`src/rtl/ac_mq_unit.sv`:
```
// Accumulator / multiplier-quotient datapath: single-cycle load, add, subtract and
// shifts on AC, plus an unsigned shift-and-add multiply into {AC,MQ}.
module ac_mq_unit #(
  parameter int WIDTH = 8
) (
  input  logic             clk,
  input  logic             reset,
  input  logic             op_valid,
  input  logic [2:0]       op_code,
  input  logic [WIDTH-1:0] mem_data,
  output logic             busy,
  output logic             done,
  output logic [WIDTH-1:0] ac_data,
  output logic [WIDTH-1:0] mq_data,
  output logic             zero,
  output logic             neg,
  output logic             carry
);

  localparam int CW = $clog2(WIDTH + 1);

  localparam logic [2:0] OP_NOP  = 3'b000;
  localparam logic [2:0] OP_LOAD = 3'b001;
  localparam logic [2:0] OP_ADD  = 3'b010;
  localparam logic [2:0] OP_SUB  = 3'b011;
  localparam logic [2:0] OP_LDMQ = 3'b100;
  localparam logic [2:0] OP_MUL  = 3'b101;
  localparam logic [2:0] OP_LSH  = 3'b110;
  localparam logic [2:0] OP_RSH  = 3'b111;

  typedef enum logic {ST_IDLE, ST_MUL} state_t;

  state_t           state_q, state_d;
  logic [WIDTH-1:0] ac_q, ac_d;
  logic [WIDTH-1:0] mq_q, mq_d;
  logic [WIDTH-1:0] mcand_q, mcand_d;
  logic [CW-1:0]    cnt_q, cnt_d;
  logic             carry_q, carry_d;
  logic             busy_q, busy_d;
  logic             done_q, done_d;

  logic [WIDTH-1:0] addend;
  logic [WIDTH:0]   mul_sum;
  logic [WIDTH:0]   add_res;
  logic [WIDTH:0]   sub_res;

  always_comb begin
    addend  = mq_q[0] ? mcand_q : '0;
    mul_sum = {1'b0, ac_q} + {1'b0, addend};
    add_res = {1'b0, ac_q} + {1'b0, mem_data};
    sub_res = {1'b0, ac_q} - {1'b0, mem_data};

    state_d = state_q;
    ac_d    = ac_q;
    mq_d    = mq_q;
    mcand_d = mcand_q;
    cnt_d   = cnt_q;
    carry_d = carry_q;
    busy_d  = busy_q;
    done_d  = 1'b0;

    case (state_q)
      ST_IDLE: begin
        if (op_valid) begin
          case (op_code)
            OP_LOAD: begin
              ac_d    = mem_data;
              carry_d = 1'b0;
              done_d  = 1'b1;
            end
            OP_ADD: begin
              {carry_d, ac_d} = add_res;
              done_d          = 1'b1;
            end
            OP_SUB: begin
              // MSB of the widened difference is the borrow out
              {carry_d, ac_d} = sub_res;
              done_d          = 1'b1;
            end
            OP_LDMQ: begin
              mq_d   = mem_data;
              done_d = 1'b1;
            end
            OP_MUL: begin
              mcand_d = mem_data;
              ac_d    = '0;
              cnt_d   = CW'(WIDTH);
              carry_d = 1'b0;
              busy_d  = 1'b1;
              state_d = ST_MUL;
            end
            OP_LSH: begin
              ac_d    = {ac_q[WIDTH-2:0], 1'b0};
              carry_d = ac_q[WIDTH-1];
              done_d  = 1'b1;
            end
            OP_RSH: begin
              ac_d    = {1'b0, ac_q[WIDTH-1:1]};
              carry_d = ac_q[0];
              done_d  = 1'b1;
            end
            default: ;
          endcase
        end
      end
      ST_MUL: begin
        // Add-then-shift of {c,AC,MQ}; the add carry lands in AC's MSB
        ac_d  = mul_sum[WIDTH:1];
        mq_d  = {mul_sum[0], mq_q[WIDTH-1:1]};
        cnt_d = cnt_q - CW'(1);
        if (cnt_q == CW'(1)) begin
          busy_d  = 1'b0;
          done_d  = 1'b1;
          state_d = ST_IDLE;
        end
      end
      default: state_d = ST_IDLE;
    endcase
  end

  always_ff @(posedge clk or posedge reset) begin
    if (reset) begin
      state_q <= ST_IDLE;
      ac_q    <= '0;
      mq_q    <= '0;
      mcand_q <= '0;
      cnt_q   <= '0;
      carry_q <= 1'b0;
      busy_q  <= 1'b0;
      done_q  <= 1'b0;
    end else begin
      state_q <= state_d;
      ac_q    <= ac_d;
      mq_q    <= mq_d;
      mcand_q <= mcand_d;
      cnt_q   <= cnt_d;
      carry_q <= carry_d;
      busy_q  <= busy_d;
      done_q  <= done_d;
    end
  end

  assign busy    = busy_q;
  assign done    = done_q;
  assign ac_data = ac_q;
  assign mq_data = mq_q;
  assign carry   = carry_q;
  assign zero    = (ac_q == '0);
  assign neg     = ac_q[WIDTH-1];

endmodule
```
`config.mk`:
```
export PLATFORM = sky130hd
export DESIGN_NAME = ac_mq_unit
export DESIGN_NICKNAME = d
export VERILOG_FILES = /design/src/rtl/ac_mq_unit.sv
export SDC_FILE = /design/constraint.sdc
export NUM_CORES = 1
export LEC_CHECK = 0
export ABC_AREA = 1
export CAP_MARGIN = 0
export CELL_PAD_IN_SITES_DETAIL_PLACEMENT = 0
export CELL_PAD_IN_SITES_GLOBAL_PLACEMENT = 1
export CORE_MARGIN = 4
export CORE_UTILIZATION = 41
export DETAILED_ROUTE_END_ITERATION = 8
export HOLD_SLACK_MARGIN = 0.12
export PLACE_DENSITY_LB_ADDON = 0.08
export SETUP_SLACK_MARGIN = 0.2
export SKIP_LAST_GASP = 1
export SLEW_MARGIN = 15
export SYNTH_ARGS = -nofsm -noshare
export SYNTH_HDL_FRONTEND = slang
export SYNTH_SLANG_ARGS = --single-unit
```
`constraint.sdc`:
```
create_clock -name clk -period 2.15 [get_ports clk]
set_input_delay 0.43 -clock clk [delete_from_list [all_inputs] [get_ports clk]]
set_output_delay 0.43 -clock clk [all_outputs]
set_load 0.01 [all_outputs]
```
==> results.py <==
metrics = {
    "grt": {
        "track_usage": 0.2119,
        "grt_pass1_wl_um": 14370,
        "grt_overflow_total": 0,
        "grt_pass1_vias": 2824,
        "antenna_found_initial": 0,
        "grt_max_degree": 33,
    },
    "floorplan": {
        "core_area_um2": 6869,
        "initial_core_util": 0.4244,
        "die-area_um2": 8524,
        "die_w_um": 92.33,
        "rows": 30,
        "io_pins": 35,
        "die_h_um": 92.33,
    },
    "clock_network": {
        "cts_num_sinks": 32,
        "cts-htree-levels": 2,
        "clock_latency_ps": 280,
        "root_buffer": "clkbuf_8",
        "cts_made_buffers": 5,
        "clkTransAtPathRegs_ps": 70,
        "cts_tree": "built",
        "ctsHoldBuffers": 0,
        "clock_path_buffers": 2,
    },
    "placement": {
        "io_buffers": 34,
        "place_congestion": 0.8800,
        "dp_hpwl_um": 6891,
        "place_area_um2": 3603,
    },
    "synthesis": {
        "ys_types": 39,
        "synth_adder_area_share": 0.1365,
        "syn_nets": 463,
        "yosysWarnings": 0,
        "syn_area_um2": 2915,
        "synth_edf_count": 0,
        "synth_xor_area_frac": 0.009013,
        "synthCells": 419,
        "yosysSeqAreaShare": 0.2747,
        "synth.area.mux_share": 0,
        "ys_ff_latch": 32,
        "synth-compound-area-share": 0.1549,
        "synth_top_flop_cell": "dfrtp_1",
        "ys_async_sr_fraction": 1.000,
        "synth_top_family_by_area": "simple AND/OR/NAND/NOR gates",
        "yosys.area_share.simple": 0.3112,
        "postSynthAreaPerCell_um2": 6.958,
    },
    "detailed_routing": {
        "dr.pass1.iters": 4,
        "wl_per_cell_um": 15.27,
        "drt_iter0_drc": 164,
        "dr_wl_met3_um": 445,
        "top_layer_used": "met4",
        "wirelength_um": 9085,
        "vias_per_cell": 5.091,
        "via_count": 3029,
        "met2_length_um": 4246,
        "drc": 0,
        "detail-route-antenna-nets": 0,
        "drt-met1-wl_um": 4295,
    },
    "finish": {
        "num_antenna_cells": 0,
        "final_nets": 542,
        "nFillCells": 678,
        "fin_area_um2": 4000,
        "area_growth_syn_to_layout_pct": 37.21,
        "fin_util": 0.5823,
        "final_common_cell": "nand2_1",
        "drive_above_1_share": 0.2866,
        "most-common-layout-cells": "nand2_1 (88), inv_1 (50), buf_4 (47)",
    },
    "power": {
        "power_uw": 5681,
        "vdd_drop_max_mv": 0.7463,
        "p_leak_uw": 0.002046,
        "powerDensity_nw_per_um2": 1420,
    },
    "timing": {
        "slew_violations": 0,
        "holdWs_ps": 472.2,
        "layout_min_cycle_time_ps": 1905,
        "setup_violations": 0,
        "relSlewSlack": 0.6603,
        "worst_pin_slew_ps": 504.9,
        "rsz0062_at_grt": "true",
        "min_period_over_period": 0.8859,
        "max_freq_ghz": 0.5250,
        "clock_skew_ps": 5.507,
        "hold_viol": 0,
    },
    "worst_setup_path": {
        "cp_cell_sequence": "buf_4 -> clkdlybuf4s50_1",
        "worstPathArrival_ps": 1470,
        "crit_type": "flop to output pin",
        "crit_path_end_kind": "output pin",
        "cp_slowest_cell": "clkdlybuf4s50_1",
        "cpPeakStageDelay_ps": 540,
        "cp.required_ps": 1720,
        "crit_buf_inv": 2,
        "crit_family": "buffers and inverters",
        "worstPathMaxFanout": 5,
        "worst_setup_path_start_kind": "flop",
    },
    "hold_path": {
        "hold_path.class": "flop to flop",
    },
    "run_status": {
        "status": "complete, no violations",
    },
    "job": {
        "maxCapViolCount": 0,
    },
}
[synthesized netlist by cell type, types with 4 or more instances]
library cell  number  share of area
nand2_1           99           0.13
inv_1             59          0.076
nand3_1           35          0.060
dfrtp_1           32           0.27
nor2_1            32          0.041
ha_1              27           0.12
a21oi_1           26          0.045
o21ai_0           13          0.022
nand4_1           11          0.024
a31oi_1            9          0.019
o21ai_2            8          0.024
inv_2              7         0.0090
buf_4              6          0.015
nand2_2            5          0.011
nor3_1             5         0.0086
o21ai_1            5         0.0086
o22ai_1            4         0.0086
[tightest hold or removal path: stages, from the launching register on]
cell	delay (ps)
dfrtp_1	340
nand2_1	50
nand2_1	50
[per-stage QoR]
stage / worst slack (ps) / cells / TNS [ps]
floorplan: 209.6 / 419 / 0
global placement: -325.7 / 578 / -2015
detailed placement: -343.0 / 578 / -2202
CTS: 202.2 / 589 / 0
global route: 135.5 / 595 / 0
finish: 245.3 / 595 / 0
[power by group]
group / switching (uW) / internal [uW]
logic: 2150 / 1850
clock network: 221 / 261
registers: 277 / 916
[registers in the layout, indices dropped and copies added (netlist names)]
register,count
busy,1
state_q,1
done,1
cnt_q,4
ac_data,8
mq_data,8
carry,1
mcand_q,8
[layout make-up]
class | count | area (um^2) | share of cell area
timing repair buffer | 83 | 716.9 | 0.1792
sequential | 32 | 803.3 | 0.2008
multi-input combinational | 309 | 2008 | 0.5020
tap | 96 | 120.1 | 0.03003
clock buffer | 8 | 90.09 | 0.02252
inverter | 67 | 261.5 | 0.06537
[cells by family after synthesis]
kind of cell	count (synthesis)
AOI/OAI and AO/OA	75
and+or+nand+nor	201
buffers and inverters	78
adders and majority gates	30
DFF	32
xor gates and xnor gates	3
[worst paths after layout]
path | start | end | slack, ps | depth (start not counted)
min in group asynchronous | reset | cnt_q[0] | 560 | 3
hold / removal | mcand_q[0] | mcand_q[0] | 470 | 2
setup reg to reg | ac_data[0] | carry | 260 | 13
hold reg to reg | mcand_q[0] | mcand_q[0] | 470 | 2
max in group asynchronous | reset | mq_data[0] | 1270 | 3
setup / recovery | ac_data[4] | ac_data[4] | 250 | 2
[metal layers]
metal  vias up  track usage
met2        68       0.3396
met4         0      0.02970
li1       1536            -
met1      1418       0.3085
met5         -            0
met3         7      0.03168
[repair_timing]
action | in CTS | in global routing
setup buffers | 3 | 6
pin swaps | 3 | 17
endpoints found under the hold margin | 0 | 0
endpoints found under the setup margin | 9 | 8
resized for setup | 25 | 51
No activity file was read; power rests on OpenSTA's default activity.
